## src/rtl/vtg_pattern_gen.sv

```systemverilog
// Video timing generator with registered sync/de, pixel coordinates,
// frame counter and a frame-synchronous selectable test-pattern engine.
module vtg_pattern_gen #(
  parameter int H_BPORCH   = 148,
  parameter int H_ACTIVE   = 1920,
  parameter int H_FPORCH   = 88,
  parameter int H_SYNC     = 44,
  parameter bit H_POLAR    = 1'b1,
  parameter int V_BPORCH   = 36,
  parameter int V_ACTIVE   = 1080,
  parameter int V_FPORCH   = 4,
  parameter int V_SYNC     = 5,
  parameter bit V_POLAR    = 1'b1,
  parameter int CNT_W      = 12,
  parameter int NUM_BARS   = 8,
  parameter int CHECK_LOG2 = 5
) (
  input  logic             clk_pixel,
  input  logic             rst_n,
  input  logic             en,
  input  logic [1:0]       mode,
  input  logic [23:0]      solid_rgb,
  output logic             hs,
  output logic             vs,
  output logic             de,
  output logic [CNT_W-1:0] x,
  output logic [CNT_W-1:0] y,
  output logic [7:0]       frame_cnt,
  output logic             sof,
  output logic [23:0]      rgb
);

  localparam int H_TOTAL = H_BPORCH + H_ACTIVE + H_FPORCH + H_SYNC;
  localparam int V_TOTAL = V_BPORCH + V_ACTIVE + V_FPORCH + V_SYNC;
  localparam int BAR_W   = H_ACTIVE / NUM_BARS;

  localparam logic [CNT_W-1:0] H_LAST = CNT_W'(H_TOTAL - 1);
  localparam logic [CNT_W-1:0] V_LAST = CNT_W'(V_TOTAL - 1);
  localparam logic [CNT_W-1:0] H_ACT_S = CNT_W'(H_BPORCH);
  localparam logic [CNT_W-1:0] H_ACT_E = CNT_W'(H_BPORCH + H_ACTIVE);
  localparam logic [CNT_W-1:0] H_SYN_S =
    CNT_W'(H_BPORCH + H_ACTIVE + H_FPORCH);
  localparam logic [CNT_W-1:0] V_ACT_S = CNT_W'(V_BPORCH);
  localparam logic [CNT_W-1:0] V_ACT_E = CNT_W'(V_BPORCH + V_ACTIVE);
  localparam logic [CNT_W-1:0] V_SYN_S =
    CNT_W'(V_BPORCH + V_ACTIVE + V_FPORCH);
  localparam logic [CNT_W-1:0] BAR_W_M1 = CNT_W'(BAR_W - 1);
  localparam logic [5:0]       BAR_LAST = 6'(NUM_BARS - 1);

  logic [CNT_W-1:0] h_cnt_q, h_cnt_d, v_cnt_q, v_cnt_d;
  logic [CNT_W-1:0] bpix_q, bpix_d;
  logic [5:0]       bar_q, bar_d;
  logic [7:0]       frame_q, frame_d;
  logic [1:0]       mode_q, mode_d;
  logic [23:0]      solid_q, solid_d;
  logic             hs_q, hs_d, vs_q, vs_d, de_q, de_d, sof_q, sof_d;
  logic [CNT_W-1:0] x_q, x_d, y_q, y_d;
  logic [23:0]      rgb_q, rgb_d;

  logic             h_act, v_act, fb;
  logic [CNT_W-1:0] xc, yc;
  logic [2:0]       pal_idx;
  logic [23:0]      pal, pat;

  always_comb begin
    fb    = (h_cnt_q == '0) && (v_cnt_q == '0);
    h_act = (h_cnt_q >= H_ACT_S) && (h_cnt_q < H_ACT_E);
    v_act = (v_cnt_q >= V_ACT_S) && (v_cnt_q < V_ACT_E);
    xc    = h_cnt_q - H_ACT_S;
    yc    = v_cnt_q - V_ACT_S;

    h_cnt_d = '0;
    v_cnt_d = '0;
    frame_d = frame_q;
    if (en) begin
      h_cnt_d = (h_cnt_q == H_LAST) ? '0 : h_cnt_q + 1'b1;
      v_cnt_d = v_cnt_q;
      if (h_cnt_q == H_LAST) begin
        v_cnt_d = (v_cnt_q == V_LAST) ? '0 : v_cnt_q + 1'b1;
        if (v_cnt_q == V_LAST) frame_d = frame_q + 8'd1;
      end
    end

    // pattern settings are latched only at the frame origin (tear-free)
    mode_d  = fb ? mode : mode_q;
    solid_d = fb ? solid_rgb : solid_q;

    bar_d  = '0;
    bpix_d = '0;
    if (en && h_act) begin
      if (bpix_q == BAR_W_M1 && bar_q != BAR_LAST) begin
        bar_d = bar_q + 6'd1;
      end else begin
        bar_d  = bar_q;
        bpix_d = bpix_q + 1'b1;
      end
    end

    pal_idx = 3'(bar_q & 6'h7);
    case (pal_idx)
      3'd0:    pal = 24'hFFFFFF;
      3'd1:    pal = 24'hFFFF00;
      3'd2:    pal = 24'h00FFFF;
      3'd3:    pal = 24'h00FF00;
      3'd4:    pal = 24'hFF00FF;
      3'd5:    pal = 24'hFF0000;
      3'd6:    pal = 24'h0000FF;
      default: pal = 24'h000000;
    endcase

    case (mode_d)
      2'd0:    pat = pal;
      2'd1:    pat = (xc[CHECK_LOG2] ^ yc[CHECK_LOG2]) ?
                     24'hFFFFFF : 24'h000000;
      2'd2:    pat = {xc[7:0], yc[7:0], frame_q};
      default: pat = solid_d;
    endcase

    de_d  = en && h_act && v_act;
    hs_d  = (en && h_cnt_q >= H_SYN_S) ? H_POLAR : ~H_POLAR;
    vs_d  = (en && v_cnt_q >= V_SYN_S) ? V_POLAR : ~V_POLAR;
    x_d   = de_d ? xc : '0;
    y_d   = de_d ? yc : '0;
    sof_d = de_d && (xc == '0) && (yc == '0);
    rgb_d = de_d ? pat : 24'h000000;
  end

  always_ff @(posedge clk_pixel or negedge rst_n) begin
    if (!rst_n) begin
      h_cnt_q <= '0;
      v_cnt_q <= '0;
      bpix_q  <= '0;
      bar_q   <= '0;
      frame_q <= '0;
      mode_q  <= '0;
      solid_q <= '0;
      hs_q    <= ~H_POLAR;
      vs_q    <= ~V_POLAR;
      de_q    <= 1'b0;
      sof_q   <= 1'b0;
      x_q     <= '0;
      y_q     <= '0;
      rgb_q   <= '0;
    end else begin
      h_cnt_q <= h_cnt_d;
      v_cnt_q <= v_cnt_d;
      bpix_q  <= bpix_d;
      bar_q   <= bar_d;
      frame_q <= frame_d;
      mode_q  <= mode_d;
      solid_q <= solid_d;
      hs_q    <= hs_d;
      vs_q    <= vs_d;
      de_q    <= de_d;
      sof_q   <= sof_d;
      x_q     <= x_d;
      y_q     <= y_d;
      rgb_q   <= rgb_d;
    end
  end

  assign hs        = hs_q;
  assign vs        = vs_q;
  assign de        = de_q;
  assign x         = x_q;
  assign y         = y_q;
  assign frame_cnt = frame_q;
  assign sof       = sof_q;
  assign rgb       = rgb_q;

endmodule
```

## config.mk

```make
export PLATFORM = sky130hd
export DESIGN_NAME = vtg_pattern_gen
export DESIGN_NICKNAME = d
export VERILOG_FILES = /design/src/rtl/vtg_pattern_gen.sv
export SDC_FILE = /design/constraint.sdc
export NUM_CORES = 1
export LEC_CHECK = 0
export CORE_ASPECT_RATIO = 1.2
export CORE_MARGIN = 2
export CORE_UTILIZATION = 39
export CTS_BUF_LIST = sky130_fd_sc_hd__clkbuf_16
export DETAILED_ROUTE_END_ITERATION = 10
export DONT_BUFFER_PORTS = 1
export SYNTH_ARGS = -nofsm -noshare
export SYNTH_HDL_FRONTEND = slang
export SYNTH_SLANG_ARGS = --single-unit
export TNS_END_PERCENT = 30
```

## constraint.sdc

```tcl
create_clock -name clk_pixel -period 5.9 [get_ports clk_pixel]
set_input_delay 0.885 -clock clk_pixel [delete_from_list [all_inputs] [get_ports clk_pixel]]
set_output_delay 0.885 -clock clk_pixel [all_outputs]
set_load 0.01 [all_outputs]
```

; ---- Word-level counts from Yosys, hierarchy flattened
; Cells that the tools add are included.
[word_totals]
reg_bits = 128
input_bits = 29
output_inout_bits = 60
wordCells = 78
[op_classes]
add_sub_neg = 7
n_lt_le_gt_ge = 6
n_eq_ne = 14
muxes = 19
bitwise_logic = 1
reduce_logical = 17
[op_table]
columns = op, count
row1 = 24-bit case mux with 7 select lines, 1
row2 = 12-bit two-way mux, 9
row3 = 24-bit two-way mux, 3
row4 = 24-bit case mux with 3 select lines, 1
row5 = 12-bit logical NOT, 4
row6 = "12-bit by 1-bit adder with 12-bit output, second input constant", 3
row7 = "12-bit by 11-bit equality test with 1-bit output, second input constant", 1
row8 = "12-bit equality test, second input constant", 1
row9 = "12-bit by 8-bit equality test with 1-bit output, second input constant", 1
row10 = "12-bit by 11-bit greater-or-equal comparator with 1-bit output, second input constant", 1
row11 = "12-bit greater-or-equal comparator, second input constant", 1
row12 = "12-bit by 6-bit greater-or-equal comparator with 1-bit output, second input constant", 1
row13 = "12-bit by 8-bit greater-or-equal comparator with 1-bit output, second input constant", 1
row14 = "12-bit by 11-bit < comparator with 1-bit output, second input constant", 1
row15 = "12-bit < comparator, second input constant", 1
row16 = 6-bit two-way mux, 2
row17 = "12-bit by 6-bit subtractor with 12-bit output, second input constant", 1
row18 = "12-bit by 8-bit subtractor with 12-bit output, second input constant", 1
row19 = 1-bit logical AND, 10
row20 = "3-bit equality test, second input constant", 3
row21 = "8-bit by 1-bit adder with 8-bit output, second input constant", 1
row22 = "6-bit by 1-bit adder with 6-bit output, second input constant", 1
row23 = "3-bit by 2-bit equality test with 1-bit output, second input constant", 2
row24 = "6-bit by 3-bit inequality test with 1-bit output, second input constant", 1
row25 = other kinds (10), 12

; ---- Longest topological paths before layout
; Gate-level depths: netlist of run 1.
[logic_depth]
depth_word = 6
mapped_depth = 11
ltp_nobuf = 9

; ---- Least setup slack after synthesis of run 1
; No wires, ideal clock.
[synth_timing]
path_type = reg2reg
start = register v_cnt_q[9]
end = register rgb_q[21] (netlist: rgb[21])
setup_time_ps = 132
arrival_time_ps = 2243
t_required_ps = 5768
slack_ps = 3525
stages_incl_launch_ff = 9
n_path_buf = 2
period_less_slack_ps = 2375
cell_sequence = dfrtp_1 -> buf_6 -> or4_4 -> or3_4 -> nor2_4 -> buf_4 -> mux2_1 -> o21ai_0 -> a21oi_1
[synth_via]
word_cells_on_any_way = 13
cone_classes = order compare: 2 / eq/ne: 2 / mux: 4 / reduce/logical: 5
[synth_rtl]
columns = item, line
row1 = from (decl), 50  ; logic [CNT_W-1:0] h_cnt_q, h_cnt_d, v_cnt_q, v_cnt_d;
row2 = from (signal assigned), 146  ; v_cnt_q <= v_cnt_d;
row3 = 12-bit logical NOT, 66  ; fb = (h_cnt_q == '0) && (v_cnt_q == '0);
row4 = 1-bit logical AND, 66
row5 = 24-bit two-way mux, 86  ; solid_d = fb ? solid_rgb : solid_q;
row6 = net solid_d[21], 55  ; logic [23:0] solid_q, solid_d;
row7 = 24-bit case mux with 3 select lines, 111  ; case (mode_d)
row8 = 24-bit two-way mux, 125  ; rgb_d = de_d ? pat : 24'h000000;
row9 = net rgb_d[21], 58  ; logic [23:0] rgb_q, rgb_d;
row10 = to (signal assigned), 158  ; rgb_q <= rgb_d;
row11 = to (decl), 58
; The timed path passes the listed nets, and every way through them passes these cells.
; A chain may end at the register's enable or synchronous reset.

; ---- Worst setup path in the final report of run 1
[layout_timing]
start = register v_cnt_q[0]
end = register rgb_q[15] (netlist: rgb[15])
[layout_via]
elab_chain_len = 6
word_cells_on_any_way = 16
cone_classes = add/sub: 1 / order compare: 2 / eq/ne: 2 / mux: 5 / bitwise: 1 / reduce/logical: 5
[layout_rtl]
columns = item, line
row1 = "parallel branches: the longest is 5 deep, another holds 12-bit by 6-bit subtractor with 12-bit output", -
row2 = 24-bit two-way mux (*), 125
row3 = net rgb_d[15], 58
; Mark *: on every way through the listed nets, which the timed path passes.

==> results of run 1 <==
final timing paths:
path | endpoint | cells past startpoint | start
worst max-delay path | rgb[15]$_DFF_PN0_ | 9 | v_cnt_q[0]$_DFFE_PN0P_
worst min-delay path | solid_q[19]$_DFF_PN0_ | 0 | rst_n
worst max register to register | rgb[15]$_DFF_PN0_ | 9 | v_cnt_q[0]$_DFFE_PN0P_
worst min register to register | bpix_q[0]$_DFF_PN0_ | 1 | bpix_q[0]$_DFF_PN0_
max in group asynchronous | h_cnt_q[5]$_DFF_PN0_ | 0 | rst_n
min in group clk_pixel | bpix_q[0]$_DFF_PN0_ | 1 | bpix_q[0]$_DFF_PN0_
cell usage in the layout, fill, tap and decap left out, types with 3 or more instances in the layout:
master | synthesis | routed
a211oi_1 | 7 | 7
xor2_1 | 21 | 21
o21ai_0 | 25 | 24
clkinv_1 | 1 | 4
or3_1 | 7 | 7
and3_1 | 9 | 9
inv_1 | 19 | 20
nand3_1 | 16 | 16
o21ai_1 | 3 | 3
nor4_1 | 4 | 4
dfrtp_1 | 128 | 128
o31ai_1 | 13 | 13
nor2b_1 | 10 | 10
nor2_1 | 79 | 79
o22ai_2 | 7 | 7
xnor2_1 | 26 | 26
nand2_1 | 77 | 77
nand2b_1 | 4 | 4
ha_1 | 19 | 19
and2_1 | 5 | 5
mux2_1 | 4 | 4
o31a_1 | 9 | 9
a21oi_1 | 24 | 24
clkbuf_16 | 0 | 17
nor3_2 | 5 | 5
nor3_1 | 36 | 36
mux2_2 | 6 | 6
o211ai_1 | 5 | 5
nand4_1 | 14 | 14
clkinvlp_4 | 0 | 3
nor4bb_1 | 4 | 4
kinds of logic after synthesis:
group	Yosys count	synth area share, %
simple gates	280	21.26
flops	128	50.12
compound gates	111	12.33
buf+inv	61	4.209
xor+xnor	47	6.441
fa+ha+maj	19	3.720
mux	11	1.918
worst register-to-register path, cell delays in order, from the launching register on:
cell	delay, ns
dfrtp_1	0.49
inv_1	0.13
ha_1	0.18
nor4bb_1	0.40
nand4_1	0.36
nor2_4	0.84
a21oi_1	0.31
inv_1	0.38
and2_1	0.22
o22ai_2	0.06
where the power goes:
group	switching, mW	internal (mW)
clock	0.367	0.608
combinational	0.125	0.0616
sequential	0.0192	0.916
total	0.511	1.59
area by class of cell:
| cell class | instances | share of cell area (%) |
|---|---|---|
| clock buffer | 17 | 6.044 |
| multi-input combinational | 468 | 41.64 |
| timing repair buffer | 1 | 0.1067 |
| tap | 212 | 3.769 |
| inverter | 21 | 1.156 |
| sequential | 128 | 45.51 |
| clock inverter | 13 | 1.778 |
registers in the layout, indices dropped and copies added (netlist names):
signal	flops
bar_q	6
bpix_q	12
de	1
frame_cnt	8
h_cnt_q	12
hs	1
mode_q	2
rgb	24
sof	1
solid_q	24
v_cnt_q	12
vs	1
x	12
y	12
metal layers:
layer / GRT usage (%) / share of wire [%] / up-vias
li1: - / - / 2225
met1: 22.22 / 41 / 2320
met2: 30.93 / 51 / 139
met3: 5.718 / 6.0 / 28
met4: 8.568 / 2.6 / 0
met5: 0 / 0 / -
stage by stage:
stage	hold WS, ns	area (µm²)	util, %	worst slack, ns
6_report	0.1675	7038	43.59	2.393
5_1_grt	0.1419	7038	43.59	2.064
4_1_cts	0.1477	7038	43.59	2.392
3_5_place_dp	0.4486	6487	40.18	2.435
3_3_place_gp	0.4400	6487	40.18	2.510
2_1_floorplan	0.4244	6391	-	3.525
==> impl_metrics.tcl, run 1 <==
set metrics [dict create \
    grt_max_degree 129 \
    ys_ff_latch 128 \
    wl_per_cell_um 17.93 \
    clkTransAtPathRegs_ns 0.06 \
    synthFlopType "dfrtp_1" \
    worstPathArrival_ns 3.79 \
    antenna_found_initial 0 \
    synthesis.area_um2 6391 \
    cp.required_ns 6.18 \
    syn_avg_cell_area_um2 9.728 \
    grt_pass1_vias 4622 \
    crit_buf_inv 2 \
    final_cells 860 \
    drive_gt1_share_pct 8.642 \
    startpoint_type "register" \
    post_cts_resized 0 \
    cts_tree "done" \
    dr.pass1.iters 5 \
    die_y_um 144.2 \
    place_inst 830 \
    finalHoldViolCount 0 \
    powerDensity_nw_per_um2 297.8 \
    status "finished, final reports clean" \
    criticalPathCategory "register to register" \
    clk-insertion-delay-late_ns 0.42 \
    holdBufCountCts 0 \
    fillCellCount 1529 \
    syn_inst 657 \
    crit_top_cell "inv_1" \
    ir_drop_mv 0.2034 \
    drtIter0Drc 313 \
    start_util_pct 39.59 \
    yosysWarnings 0 \
    worstMarginPinSlew_ns 1.065 \
    port_buffers 0 \
    max_freq_mhz 285.2 \
    syn_to_final_growth_pct 10.12 \
    grt_usage_pct 18.66 \
    antenna_cells 0 \
    end_kind "register" \
    hold_path_class "primary input to async pin" \
    reg2reg_slack_ns 2.39 \
    clock_sinks 128 \
    io_pins 89 \
    cts_buffers 17 \
    synth_top_area_share_pct 50.12 \
    multi_input_area_um2 2930 \
    dp_hpwl_mm 10.85 \
    register_area_um2 3203 \
    fin_tns_setup_ns 0 \
    vias_per_cell 5.479 \
    drv_slew 0 \
    async_flop_share_pct 100.0 \
    period_minus_slack_ns 3.507 \
    die_area_um2 17430 \
    synth_nets 705 \
    clock_skew_ns 0.01064 \
    die_w_um 120.9 \
    post_cts_buffers 0 \
    crit_path_top_delay_cell "nor2_4" \
    synth_common_cells "128 x dfrtp_1, 79 x nor2_1, 77 x nand2_1" \
    row_count 51 \
    power_mw 2.096 \
    finalSetupViolations 0 \
    synthTopCellsByArea "dfrtp_1 50%, nor2_1 4.6%, nand2_1 4.5%, ha_1 3.7%, xnor2_1 3.6%" \
    grt-ovfl-total 0 \
    yosysMostFrequentCell "dfrtp_1" \
    design.core.area_um2 16140 \
    path_cells "inv_1, ha_1, nor4bb_1, nand4_1, nor2_4, a21oi_1, inv_1, and2_1, o22ai_2" \
    ant_nets 0 \
    rsz0062_at_grt "false" \
    synth_top_area_cell "dfrtp_1" \
    fin_nets 685 \
    slowest_delay_ns 0.84 \
    h-tree-depth 4 \
    gp_congestion 0.8851 \
    yosysSeqAreaShare_pct 50.12 \
    grt_pass1_wl_mm 24.97 \
    cts_buffer_depth 2 \
    p_leak_nw 3.143 \
    drcViolationCount 0 \
    ys_types 58 \
    critPathMaxFanout 42 \
    cts_root_buf "clkbuf_16" \
    vias 4712 \
    maxCapViolations 0 \
    drt-total-wl_mm 15.42 \
    synth_edf_count 0 \
    relSlewSlack_pct 28.72 \
    critPathTopFamily "simple AND/OR/NAND/NOR gates" \
    min_period_over_period_pct 59.43 \
]
(Power assumes the default switching activity.)
==> run 2: changes to the inputs <==
Clock period 5.9 ns to 3.25 ns, I/O delays scaled along.
==> run 2 against run 1 <==
Net effect: the flow now finishes with violations (negative hold slack); final cell count increased by 1.4%; non-clock buffer count is 10 higher; final area is 2.1% higher; flip-flop and latch count unchanged; sequential share of layout area shrank 0.95 points; register-to-register slack got worse by 2.1 ns; worst hold slack worse by 0.40 ns; sequential power rose by 82%; total power grew 95%; clock skew is 0.0023 ns lower; largest cell class unchanged.
==> impl_metrics.tcl, run 2 (same netlist as run 1, synthesis figures left out) <==
set metrics [dict create \
    start_util_pct 39.59 \
    drtIter0Drc 478 \
    max_freq_mhz 341.6 \
    period_minus_slack_ns 2.928 \
    place_inst 840 \
    die_y_um 144.2 \
    io_pins 89 \
    antenna_found_initial 0 \
    cp.required_ns 3.58 \
    antenna_cells 0 \
    clock_sinks 128 \
    min_period_over_period_pct 90.08 \
    clk-insertion-delay-late_ns 0.42 \
    cts_root_buf "clkbuf_16" \
    syn_to_final_growth_pct 12.47 \
    die_w_um 120.9 \
    port_buffers 0 \
    die_area_um2 17430 \
    drive_gt1_share_pct 10.00 \
    powerDensity_nw_per_um2 568.7 \
    relSlewSlack_pct 45.56 \
    worstPathArrival_ns 3.26 \
    row_count 51 \
    drt-total-wl_mm 16.42 \
    finalHoldViolCount 128 \
    post_cts_resized 0 \
    cts_buffers 17 \
    wl_per_cell_um 18.83 \
    hold_path_class "primary input to async pin" \
    final_cells 872 \
    holdWs_ns -0.2309 \
    vias_per_cell 5.569 \
    end_kind "register" \
    h-tree-depth 4 \
    dp_hpwl_mm 11.80 \
    ir_drop_mv 0.3894 \
    finalSetupViolations 0 \
    startpoint_type "register" \
    fin_area_um2 7188 \
    criticalPathCategory "register to register" \
    grt-ovfl-total 0 \
    fin_nets 695 \
    grt_pass1_vias 4899 \
    violations "negative hold slack" \
    grt_usage_pct 19.45 \
    fin_util_pct 44.52 \
    clock_skew_ns 0.008295 \
    drcViolationCount 0 \
    dr.pass1.iters 5 \
    gp_congestion 0.9091 \
    grt_max_degree 129 \
    p_leak_nw 3.238 \
    maxCapViolations 0 \
    power_mw 4.088 \
    design.core.area_um2 16140 \
    critPathMaxFanout 21 \
    rsz0062_at_grt "false" \
    fin_tns_setup_ns 0 \
    layout.cells.most_common "dfrtp_1" \
    cts_buffer_depth 2 \
    grt_pass1_wl_mm 25.88 \
    drv_slew 0 \
    final_cell_mix "128 x dfrtp_1, 79 x nor2_1, 77 x nand2_1, 36 x nor3_1, 26 x xnor2_1" \
    post_cts_buffers 0 \
    clkTransAtPathRegs_ns 0.05 \
    dp_slack_ns 0.3665 \
    worstMarginPinSlew_ns 0.8166 \
    ant_nets 0 \
    setup_ws_ns 0.3224 \
    vias 4856 \
    cts_tree "done" \
    place_area_um2 6563 \
    status "finished with violations" \
]
run 2: path summary, 6_finish.rpt:
kind / from / endpoint / slack [ns] / cells after the start
worst max-delay path: h_cnt_q[0]$_DFF_PN0_ / rgb[15]$_DFF_PN0_ / 0.32 / 9
worst min-delay path: rst_n / frame_cnt[5]$_DFFE_PN0P_ / -0.23 / 0
worst max register to register: h_cnt_q[0]$_DFF_PN0_ / rgb[15]$_DFF_PN0_ / 0.32 / 9
worst min register to register: bpix_q[0]$_DFF_PN0_ / bpix_q[0]$_DFF_PN0_ / 0.46 / 1
max in group asynchronous: rst_n / h_cnt_q[1]$_DFF_PN0_ / 3.25 / 0
min in group clk_pixel: solid_rgb[11] / solid_q[11]$_DFF_PN0_ / 0.17 / 2
run 2: final cells by class:
type | instances | area, µm²
clock inverter | 15 | 200.2
clock buffer | 17 | 425.4
multi-input combinational | 468 | 2930
sequential | 128 | 3203
tap | 212 | 265.3
fill | 1493 | 8956
inverter | 21 | 81.33
timing repair buffer | 11 | 82.58
run 2: worst max-delay path, stage by stage (launching register included):
cell,delay [ns]
dfrtp_1,0.43
inv_1,0.10
ha_1,0.20
nor4bb_1,0.45
nand4_1,0.35
nor2_4,0.42
a21oi_1,0.15
buf_4,0.22
a211o_4,0.40
o22ai_2,0.13
run 2: metal layers:
layer / vias to the layer above / global-route usage [%] / wire [µm]
met4: 0 / 9.792 / 641
met3: 42 / 4.929 / 979
met1: 2373 / 21.69 / 6343
met5: - / 0 / 0
li1: 2250 / - / -
met2: 191 / 34.30 / 8460
run 2: where the power goes:
part / leakage, nW / switching [mW] / internal, mW
sequential: 1.73 / 0.0381 / 1.66
clock: 0.313 / 0.693 / 1.34
combinational: 1.19 / 0.231 / 0.122
total: 3.24 / 0.962 / 3.13
==> run 3: changes to the inputs <==
Settings changed: CTS_CLUSTER_SIZE from default to 25.
==> results of run 3 <==
Same layout as run 2: the final DEF is identical, and so are final timing and power.
